<file path="config.mk">
export PLATFORM = sky130hd
export DESIGN_NAME = uart_cmd_seq
export DESIGN_NICKNAME = d
export VERILOG_FILES = /design/src/rtl/uart_cmd_seq.sv
export SDC_FILE = /design/constraint.sdc
export NUM_CORES = 1
export LEC_CHECK = 0
export ABC_AREA = 1
export CAP_MARGIN = 20
export CORE_AREA = 2 2 112 168
export DETAILED_ROUTE_END_ITERATION = 10
export DIE_AREA = 0 0 114 170
export PLACE_DENSITY = 0.71
export RECOVER_POWER = 25
export SLEW_MARGIN = 20
export SYNTH_ARGS = -nofsm -noshare
export SYNTH_HDL_FRONTEND = slang
export SYNTH_SLANG_ARGS = --single-unit
</file>
<file path="constraint.sdc">
create_clock -name app_clk -period 2.3 [get_ports app_clk]
set_input_delay 0.575 -clock app_clk [delete_from_list [all_inputs] [get_ports app_clk]]
set_output_delay 0.575 -clock app_clk [all_outputs]
set_load 0.01 [all_outputs]
</file>
<file path="src/rtl/uart_cmd_seq.sv">
`timescale 1ns/1ps
`default_nettype none
// ============================================================================
// Module  : uart_cmd_seq
// Purpose : ASCII command sequencer between the UART byte engine and the
//           Wishbone master. Parses "wm <adr> <dat>" / "rm <adr>" lines,
//           runs one bus transaction per line and returns an ASCII reply.
// Revision: 1.0 - initial release
// ============================================================================
module uart_cmd_seq #(
  parameter int         WB_TMO  = 255,
  parameter logic [3:0] SEL_DEF = 4'hF
) (
  input  logic        app_clk,
  input  logic        reset_n,
  input  logic        cfg_en,
  input  logic [7:0]  rx_data,
  input  logic        rx_valid,
  output logic [7:0]  tx_data,
  output logic        tx_req,
  input  logic        tx_ack,
  output logic        wbm_cyc_o,
  output logic        wbm_stb_o,
  output logic        wbm_we_o,
  output logic [31:0] wbm_adr_o,
  output logic [31:0] wbm_dat_o,
  output logic [3:0]  wbm_sel_o,
  input  logic [31:0] wbm_dat_i,
  input  logic        wbm_ack_i,
  input  logic        wbm_err_i,
  output logic        rx_ovr,
  output logic        busy
);

  localparam logic [3:0] S_IDLE = 4'd0;
  localparam logic [3:0] S_CW   = 4'd1;
  localparam logic [3:0] S_CR   = 4'd2;
  localparam logic [3:0] S_SP1  = 4'd3;
  localparam logic [3:0] S_ADDR = 4'd4;
  localparam logic [3:0] S_AEND = 4'd5;
  localparam logic [3:0] S_DATA = 4'd6;
  localparam logic [3:0] S_DEND = 4'd7;
  localparam logic [3:0] S_SKIP = 4'd8;
  localparam logic [3:0] S_WB   = 4'd9;
  localparam logic [3:0] S_RESP = 4'd10;

  localparam logic [2:0] C_OKW = 3'd0;
  localparam logic [2:0] C_OKR = 3'd1;
  localparam logic [2:0] C_ERR = 3'd2;
  localparam logic [2:0] C_BE  = 3'd3;
  localparam logic [2:0] C_TMO = 3'd4;

  localparam logic [7:0]  CH_CR    = 8'h0D;
  localparam logic [7:0]  CH_LF    = 8'h0A;
  localparam logic [7:0]  CH_SP    = 8'h20;
  localparam logic [15:0] TMO_LAST = 16'(WB_TMO - 1);

  logic [3:0]  state;
  logic        is_wr;
  logic [31:0] adr;
  logic [31:0] dat;
  logic [2:0]  cnt;
  logic [2:0]  code;
  logic [31:0] rdat;
  logic [3:0]  idx;
  logic [15:0] tmo_cnt;
  logic        eat_lf;
  logic        is_hex;
  logic [3:0]  nib;
  logic        is_eol;
  logic        parse_st;
  logic [3:0]  bad_st;
  logic [3:0]  last_idx;
  logic [7:0]  byte_cur;
  logic [7:0]  byte_nxt;

  function automatic logic [7:0] hex_char(input logic [3:0] n);
    hex_char = (n < 4'd10) ? (8'h30 + {4'h0, n}) : (8'h37 + {4'h0, n});
  endfunction

  // Byte i of the reply selected by the completion code.
  function automatic logic [7:0] resp_byte(input logic [2:0] c, input logic [31:0] d,
                                           input logic [3:0] i);
    logic [31:0] sh;
    logic [7:0]  c0;
    logic [7:0]  c1;
    sh = d << {i[2:0], 2'b00};
    case (c)
      C_OKW:   begin c0 = 8'h6F; c1 = 8'h6B; end  // "ok"
      C_BE:    begin c0 = 8'h62; c1 = 8'h65; end  // "be"
      C_TMO:   begin c0 = 8'h74; c1 = 8'h6F; end  // "to"
      default: begin c0 = 8'h65; c1 = 8'h72; end  // "er"
    endcase
    if (c == C_OKR)
      resp_byte = (i == 4'd8) ? CH_LF : hex_char(sh[31:28]);
    else if (i == 4'd0)
      resp_byte = c0;
    else if (i == 4'd1)
      resp_byte = c1;
    else
      resp_byte = CH_LF;
  endfunction

  // Classify the incoming byte: hex digit value, line terminator, error exit.
  always_comb begin
    is_hex = 1'b0;
    nib    = rx_data[3:0];
    if (rx_data >= 8'h30 && rx_data <= 8'h39) begin
      is_hex = 1'b1;
    end else if ((rx_data >= 8'h41 && rx_data <= 8'h46) ||
                 (rx_data >= 8'h61 && rx_data <= 8'h66)) begin
      is_hex = 1'b1;
      nib    = rx_data[3:0] + 4'd9;
    end
    is_eol   = (rx_data == CH_CR) || (rx_data == CH_LF);
    // A malformed line ending on its terminator replies at once; otherwise
    // the rest of the line is swallowed first.
    bad_st   = is_eol ? S_RESP : S_SKIP;
    parse_st = (state != S_WB) && (state != S_RESP);
    last_idx = (code == C_OKR) ? 4'd8 : 4'd2;
    byte_cur = resp_byte(code, rdat, idx);
    byte_nxt = resp_byte(code, rdat, idx + 4'd1);
  end

  // Parser, bus sequencer and reply shifter.
  always_ff @(posedge app_clk or negedge reset_n) begin
    if (!reset_n) begin
      state     <= S_IDLE;
      is_wr     <= 1'b0;
      adr       <= 32'h0;
      dat       <= 32'h0;
      cnt       <= 3'd0;
      code      <= C_ERR;
      rdat      <= 32'h0;
      idx       <= 4'd0;
      tmo_cnt   <= 16'd0;
      eat_lf    <= 1'b0;
      rx_ovr    <= 1'b0;
      tx_req    <= 1'b0;
      tx_data   <= 8'h0;
      wbm_cyc_o <= 1'b0;
      wbm_stb_o <= 1'b0;
      wbm_we_o  <= 1'b0;
    end else begin
      // The LF of a CR/LF pair that terminated a command is not an overrun.
      if (rx_valid)
        eat_lf <= cfg_en && parse_st && (rx_data == CH_CR);
      if (!cfg_en)
        rx_ovr <= 1'b0;
      else if (rx_valid && !parse_st && !(eat_lf && rx_data == CH_LF))
        rx_ovr <= 1'b1;

      case (state)
        S_WB: begin
          if (!wbm_cyc_o) begin
            if (!cfg_en) begin
              state <= S_IDLE;
            end else begin
              wbm_cyc_o <= 1'b1;
              wbm_stb_o <= 1'b1;
              wbm_we_o  <= is_wr;
              tmo_cnt   <= 16'd0;
            end
          end else if (wbm_err_i || wbm_ack_i || tmo_cnt == TMO_LAST) begin
            wbm_cyc_o <= 1'b0;
            wbm_stb_o <= 1'b0;
            idx       <= 4'd0;
            state     <= cfg_en ? S_RESP : S_IDLE;
            if (wbm_err_i) begin
              code <= C_BE;
            end else if (wbm_ack_i) begin
              code <= is_wr ? C_OKW : C_OKR;
              rdat <= wbm_dat_i;
            end else begin
              code <= C_TMO;
            end
          end else begin
            tmo_cnt <= tmo_cnt + 16'd1;
          end
        end

        S_RESP: begin
          if (!tx_req) begin
            if (!cfg_en) begin
              state <= S_IDLE;
            end else begin
              tx_req  <= 1'b1;
              tx_data <= byte_cur;
            end
          end else if (tx_ack) begin
            if (!cfg_en || idx == last_idx) begin
              tx_req <= 1'b0;
              state  <= S_IDLE;
            end else begin
              idx     <= idx + 4'd1;
              tx_data <= byte_nxt;
            end
          end
        end

        default: begin
          if (!cfg_en) begin
            state <= S_IDLE;
          end else if (rx_valid) begin
            code <= C_ERR;
            idx  <= 4'd0;
            case (state)
              S_IDLE: begin
                if (rx_data == 8'h77) begin
                  is_wr <= 1'b1;
                  state <= S_CW;
                end else if (rx_data == 8'h72) begin
                  is_wr <= 1'b0;
                  state <= S_CR;
                end else if (!is_eol) begin
                  state <= S_SKIP;
                end
              end
              S_CW, S_CR: state <= (rx_data == 8'h6D) ? S_SP1 : bad_st;
              S_SP1: begin
                cnt   <= 3'd0;
                state <= (rx_data == CH_SP) ? S_ADDR : bad_st;
              end
              S_ADDR: begin
                if (is_hex) begin
                  adr <= {adr[27:0], nib};
                  cnt <= cnt + 3'd1;
                  if (cnt == 3'd7) state <= S_AEND;
                end else begin
                  state <= bad_st;
                end
              end
              S_AEND: begin
                if (is_wr && rx_data == CH_SP) begin
                  cnt   <= 3'd0;
                  state <= S_DATA;
                end else if (!is_wr && is_eol) begin
                  state <= S_WB;
                end else begin
                  state <= bad_st;
                end
              end
              S_DATA: begin
                if (is_hex) begin
                  dat <= {dat[27:0], nib};
                  cnt <= cnt + 3'd1;
                  if (cnt == 3'd7) state <= S_DEND;
                end else begin
                  state <= bad_st;
                end
              end
              S_DEND:  state <= is_eol ? S_WB : S_SKIP;
              S_SKIP:  if (is_eol) state <= S_RESP;
              default: state <= S_IDLE;
            endcase
          end
        end
      endcase
    end
  end

  assign wbm_adr_o = adr;
  assign wbm_dat_o = dat;
  assign wbm_sel_o = SEL_DEF;
  assign busy      = (state != S_IDLE);

endmodule
`default_nettype wire

</file>
### Word-level counts from Yosys, hierarchy flattened

Cells that the tools add are included.

* flip-flop bits (word level): 141
* bits in latches: 0
* RAM bits: 0
* bits in read-only memories: 0
* input port bits: 47
* output and inout port bits: 82
* memories: 0

* add/sub/neg operators: 8
* multipliers: 0
* div/mod/pow operators: 0
* order comparisons: 8
* equal/unequal tests: 48
* shifts and indexed selects: 2
* multiplexer cells: 81
* bitwise operators: 4
* reduce and logical (&&, ||, !) cells: 48

Operator list (count)
* 2-to-1 mux 4 bit: 30
* 2-to-1 mux 8 bit: 10
* << shifter 32 x 5 -> 32 bit: 2
* 2-to-1 mux 16 bit: 3
* case mux 4 bit (8 select lines): 1
* case mux 5 bit (3 select lines): 2
* adder 6 x 4 -> 7 bit (first input constant): 4
* 2-to-1 mux 7 bit: 4
* AND reduction 5 bit: 5
* == test 8 x 7 -> 1 bit (second input constant): 3
* 2-to-1 mux 3 bit: 8
* == test 4 bit (second input constant): 5
* 2-to-1 mux 1 bit: 17
* adder 16 x 1 -> 16 bit (second input constant): 1
* == test 16 x 8 -> 1 bit (second input constant): 1
* == test 4 x 3 -> 1 bit (second input constant): 4
* == test 8 x 4 -> 1 bit (second input constant): 2
* >= comparator 8 x 7 -> 1 bit (second input constant): 2
* less-or-equal comparator 8 x 7 -> 1 bit (second input constant): 2
* != test 2 bit (second input constant): 8
* case mux 4 bit (2 select lines): 2
* == test 4 x 1 -> 1 bit (second input constant): 3
* logical NOT 4 bit: 3
* != test 6 bit (second input constant): 2
* 35 further kinds: 75

### Longest topological paths before layout

* depth in word-level cells: 10
* gate-level depth with buffers: 19

### Least setup slack after synthesis

No wires, ideal clock.

* path kind: register to register
* start: register idx[0]
* end: register tx_data[2]
* library setup time: 0.118 ns
* arrival time: 2.176 ns
* slack: 0.006 ns
* stages on the path, launching flop included: 19
* buffers on the path: 3
* clock period less this slack: 2.294 ns
* cells stage by stage: dfrtp_1 buf_4 inv_4 buf_2 ha_1 buf_2 inv_1 nand3_1 nand2_1 nand2_1 nand2_1 ha_1 nand2_1 nand2_1 nand2_1 nand2_1 nand2_1 nand3_1 nand2_1

* cells in the longest elaborated chain, start to end: 9
* elaborated cells between the ends (all ways): 33
* classes of those cells: add/sub: 5; order compare: 2; eq/ne: 6; shift: 2; mux: 14; reduce/logical: 4

RTL lines
* start, declared: RTL line 65 `logic [3:0] idx;`
* start signal, assigned: RTL line 195 `idx <= idx + 4'd1;`
* adder 4 x 1 -> 4 bit: RTL line 122 `byte_nxt = resp_byte(code, rdat, idx + 4'd1);`
* << shifter 32 x 5 -> 32 bit: RTL line 87 `sh = d << {i[2:0], 2'b00};`
* adder 6 x 4 -> 7 bit or < comparator 4 bit (tied branches): RTL line 78 `hex_char = (n < 4'd10) ? (8'h30 + {4'h0, n}) : (8'h37 + {4'h0, n});`
* 2-to-1 mux 7 bit: RTL line 78
* 2-to-1 mux 7 bit: RTL line 95 `resp_byte = (i == 4'd8) ? CH_LF : hex_char(sh[31:28]);`
* 2-to-1 mux 8 bit: RTL line 94 `if (c == C_OKR)`
* 2-to-1 mux 8 bit: RTL line 191 `if (!cfg_en || idx == last_idx) begin`
* 2-to-1 mux 8 bit: RTL line 190 `end else if (tx_ack) begin`
* 2-to-1 mux 8 bit: RTL line 183 `if (!tx_req) begin`
* end signal, assigned: RTL line 188 `tx_data <= byte_cur;`
* end signal, assigned: RTL line 196 `tx_data <= byte_nxt;`
* end, declared: RTL line 19 `output logic [7:0] tx_data,`

Parallel ways exist; a longest one is shown, timed or not. The select of a mux whose other input is x is not followed.
A chain may end at the register's enable or synchronous reset.

### Worst setup path in the final report

* start: register wbm_cyc_o
* end: output wbm_cyc_o

RTL lines
* start, declared: RTL line 22 `output logic wbm_cyc_o,`
* start signal, assigned: RTL line 141 `wbm_cyc_o <= 1'b0;`
* start signal, assigned: RTL line 159 `wbm_cyc_o <= 1'b1;`
* start signal, assigned: RTL line 165 `wbm_cyc_o <= 1'b0;`

No word-level cell between the ends.

==> qor.json <==
{
  "run_status": {
    "outcome": "finished clean"
  },
  "sta": {
    "tightest_slew_ns": 1.35,
    "period_share_pct": 94.4,
    "slew-limit-headroom_pct": 9.68,
    "rsz0062_at_grt": "false",
    "achievable_frequency_mhz": 460,
    "post-route-worst-setup-slack_ns": 0.128,
    "slew_viol_final": 0,
    "skew_ns": 0.00683,
    "layout_min_cycle_time_ns": 2.17,
    "final-hold-violation-count": 0,
    "report.final.setup_viol": 0,
    "fin_tns_setup_ns": 0
  },
  "setup_path": {
    "timing.critical_path.arrival_ns": 1.60,
    "timing.reg2reg.setup_slack_ns": 0.20,
    "worst_r2r_startpoint": "idx[0]",
    "crit_path_category": "flop to output pin",
    "worst_r2r_endpoint": "tx_data[2]",
    "timing.critical_path.fanout_max": 6,
    "worst-path-buf-inv": 1,
    "start_kind": "flop",
    "critical-path-max-stage-delay_ns": 0.61,
    "cp-startpoint": "wbm_cyc_o",
    "last_element_of_the_critical_path": "wbm_cyc_o",
    "endpoint_kind": "output pin",
    "rr_worst_depth": 16,
    "worst_ep_required_time_ns": 1.73,
    "worst_path_max_delay_cell": "sky130_fd_sc_hd__clkdlybuf4s50_1",
    "cp_cell_sequence": "clkdlybuf4s50_1",
    "worst-path-stages": 1,
    "critPathTopFamily": "buffers and inverters"
  },
  "drt": {
    "dr.first_iter.drc_count": 670,
    "drc_errors": 0,
    "routed_wl_um": 20500,
    "wl_per_instance_um": 14.4,
    "vias": 7245,
    "postRouteAntennaNets": 0,
    "drt-vias-per-instance": 5.08,
    "first_drt_pass_iteration_count": 5
  },
  "global_routing": {
    "grt_use_total_pct": 21.9,
    "grt_max_degree": 54,
    "grt_first_pass_wirelength_um": 34000,
    "number_of_antenna_violations_at_the_first_check_in_global_routing": 0,
    "grt_overflow": 0,
    "grt_pass1_vias": 6999
  },
  "finish": {
    "antennaDiodeCount": 0,
    "design_area_um2": 10200,
    "areaGrowthSynthToFinish_pct": 28.4,
    "drive_above_1_share_pct": 12.1,
    "layout_commonest_cell": "sky130_fd_sc_hd__nand2_1",
    "final_cell_mix": "sky130_fd_sc_hd__nand2_1, sky130_fd_sc_hd__dfrtp_1, sky130_fd_sc_hd__clkdlybuf4s50_1, sky130_fd_sc_hd__nand3_1, sky130_fd_sc_hd__inv_1",
    "filler_cell_count": 1686,
    "finish.net_count": 1258
  },
  "yosys": {
    "number_of_enable_flip_flop_cells_after_synthesis": 0,
    "synth.avg_cell_area_um2": 7.66,
    "synth_seq_area_share_pct": 44.0,
    "asyncSetResetFlopFracSynth_pct": 100,
    "postSynth.topFlopCell": "sky130_fd_sc_hd__dfrtp_1",
    "ys_seq_elements": 140,
    "synthesis.yosys.warnings": 0,
    "syn-instance-count": 1039,
    "post_synth_num_cell_types": 43,
    "synth_area_um2": 7960
  },
  "die": {
    "core.rowCount": 60,
    "die_height_um": 170,
    "die_w_um": 114,
    "core_um2": 17900,
    "die_area_um2": 19400,
    "start_util_pct": 44.5,
    "boundaryPins": 129
  },
  "clocking": {
    "cts.path.max_buffers": 2,
    "cts_tree": "yes",
    "clk_slew_on_worst_s_h_paths_ns": 0.06,
    "clk-insertion-delay-late_ns": 0.42,
    "root_buffer": "sky130_fd_sc_hd__clkbuf_16",
    "clock_sink_count": 140,
    "cts-htree-levels": 4,
    "cts_buffer_count": 17,
    "hold_buf_count_cts": 0
  },
  "place": {
    "globalplace.congestion": 0.940,
    "count_of_input_and_output_buffers": 123,
    "placed_area_um2": 9670,
    "place_worst_setup_slack_ns": -0.203,
    "sum_of_net_half_perimeters_after_detailed_placement_um": 15300
  },
  "power": {
    "cell_internal_pwr_mw": 4.67,
    "ir_worst_vdd_mv": 0.507,
    "power.sequential.fraction_pct": 39.5,
    "p_sw_mw": 2.11,
    "power.switching_fraction_pct": 31.2,
    "power.density_cell_area_nw_per_um2": 664,
    "power_frac_clock_pct": 39.0,
    "pwr-share-comb_pct": 21.5,
    "total_leakage_power_nw": 5.23
  },
  "hold_path": {
    "timing.hold.worst.class": "input pin to asynchronous set/reset pin"
  },
  "flow_run": {
    "drv.max_cap_violation_count": 0
  }
}
## worst min-delay path by stage
stage                             to  cells past startpoint
after floorplan               cnt[0]                      0
after global placement    tx_data[6]                      2
after detailed placement  tx_data[3]                      2
after CTS                   rdat[30]                      1
after global routing      tx_data[6]                      2
final                       rdat[30]                      1
## cells in the mapped netlist (2+ instances only)
master	n	area share (%)
sky130_fd_sc_hd__a21oi_1	22	1.4
sky130_fd_sc_hd__inv_2	10	0.47
sky130_fd_sc_hd__nand2_2	6	0.47
sky130_fd_sc_hd__nor2_2	2	0.16
sky130_fd_sc_hd__buf_6	4	0.57
sky130_fd_sc_hd__mux2_2	2	0.28
sky130_fd_sc_hd__buf_2	14	0.88
sky130_fd_sc_hd__buf_4	14	1.3
sky130_fd_sc_hd__o211ai_1	2	0.19
sky130_fd_sc_hd__clkbuf_1	4	0.19
sky130_fd_sc_hd__nor3_1	12	0.75
sky130_fd_sc_hd__nand3_4	3	0.66
sky130_fd_sc_hd__ha_1	14	2.2
sky130_fd_sc_hd__conb_1	2	0.094
sky130_fd_sc_hd__o21ai_1	22	1.4
sky130_fd_sc_hd__o22ai_1	2	0.16
sky130_fd_sc_hd__nand4_1	14	1.1
sky130_fd_sc_hd__o31ai_1	8	0.75
sky130_fd_sc_hd__nand3_1	85	5.3
sky130_fd_sc_hd__o21ai_0	50	3.1
sky130_fd_sc_hd__inv_1	79	3.7
sky130_fd_sc_hd__nand2_1	414	20
sky130_fd_sc_hd__mux2_4	30	5.7
sky130_fd_sc_hd__nor2_1	57	2.7
sky130_fd_sc_hd__dfrtp_1	139	44
sky130_fd_sc_hd__nand3b_1	3	0.28
sky130_fd_sc_hd__xor2_1	9	0.99
## worst register-to-register path: cells and delay by family, from the launching register on
| kind | cells | cell delay (ns) |
|---|---|---|
| simple gates | 11 | 0.78 |
| fa+ha+maj | 2 | 0.53 |
| flops | 1 | 0.42 |
| buf+inv | 3 | 0.25 |
## state kept, by name (all words and copies together), names as in the netlist
signal     count
wbm_dat_o     32
rdat          32
cnt            3
state          4
eat_lf         1
wbm_stb_o      1
wbm_we_o       1
tmo_cnt       16
wbm_cyc_o      1
is_wr          1
tx_req         1
code           3
wbm_adr_o     32
rx_ovr         1
tx_data        7
idx            4
## layout make-up
cell class,count,area (µm²),share of cell area [%]
Multi-Input combinational cell,775,3890,38.1
Sequential cell,140,3510,34.3
Timing Repair Buffer,172,1650,16.1
Clock buffer,18,429,4.20
Inverter,91,344,3.37
Tap cell,217,272,2.66
Clock inverter,14,135,1.32
## power by group through the flow
stage                     Clock, mW  Sequential (mW)  Combinational [mW]
after floorplan                   0             2.71               0.863
after global placement            0             2.72                1.43
after detailed placement          0             2.72                1.45
after CTS                      2.70             2.68                1.45
after global routing           2.80             2.69                1.64
final                          2.64             2.68                1.46
## per-layer routing
layer  track usage [%]  part of all wire [%]  vias up
met5                 0                     0        -
met4              8.96                   2.8        0
met3              2.64                   3.4       40
met2              40.8                    54      194
met1              25.0                    40     3370
li1                  -                     -     3641
## cell families after synthesis
family | count (synthesis) | share of synthesized area, %
muxes | 32 | 5.94
AOI/OAI and AO/OA | 110 | 7.47
buffers and inverters | 127 | 7.28
and+or+nand+nor | 604 | 31.9
other | 2 | 0.0944
DFF | 140 | 44.0
adders and majority gates | 14 | 2.20
xor gates and xnor gates | 10 | 1.10
## timing repair
item / in CTS / in global routing
buffers inserted: 0 / 1
hold endpoints to repair: 0 / 0
pin swaps: 0 / 0
endpoints found under the setup margin: 1 / 5
resized for setup: 1 / 6
## through the flow
step	total power [mW]	hold slack [ns]	cells	utilization (%)
finish	6.78	0.449	1427	57.2
floorplan	3.58	0.279	1042	-
CTS	6.82	0.119	1426	57.3
detailed placement	4.17	0.466	1394	54.1
global route	7.13	0.508	1427	57.2
global placement	4.14	0.461	1394	54.1
(Power assumes the default switching activity.)
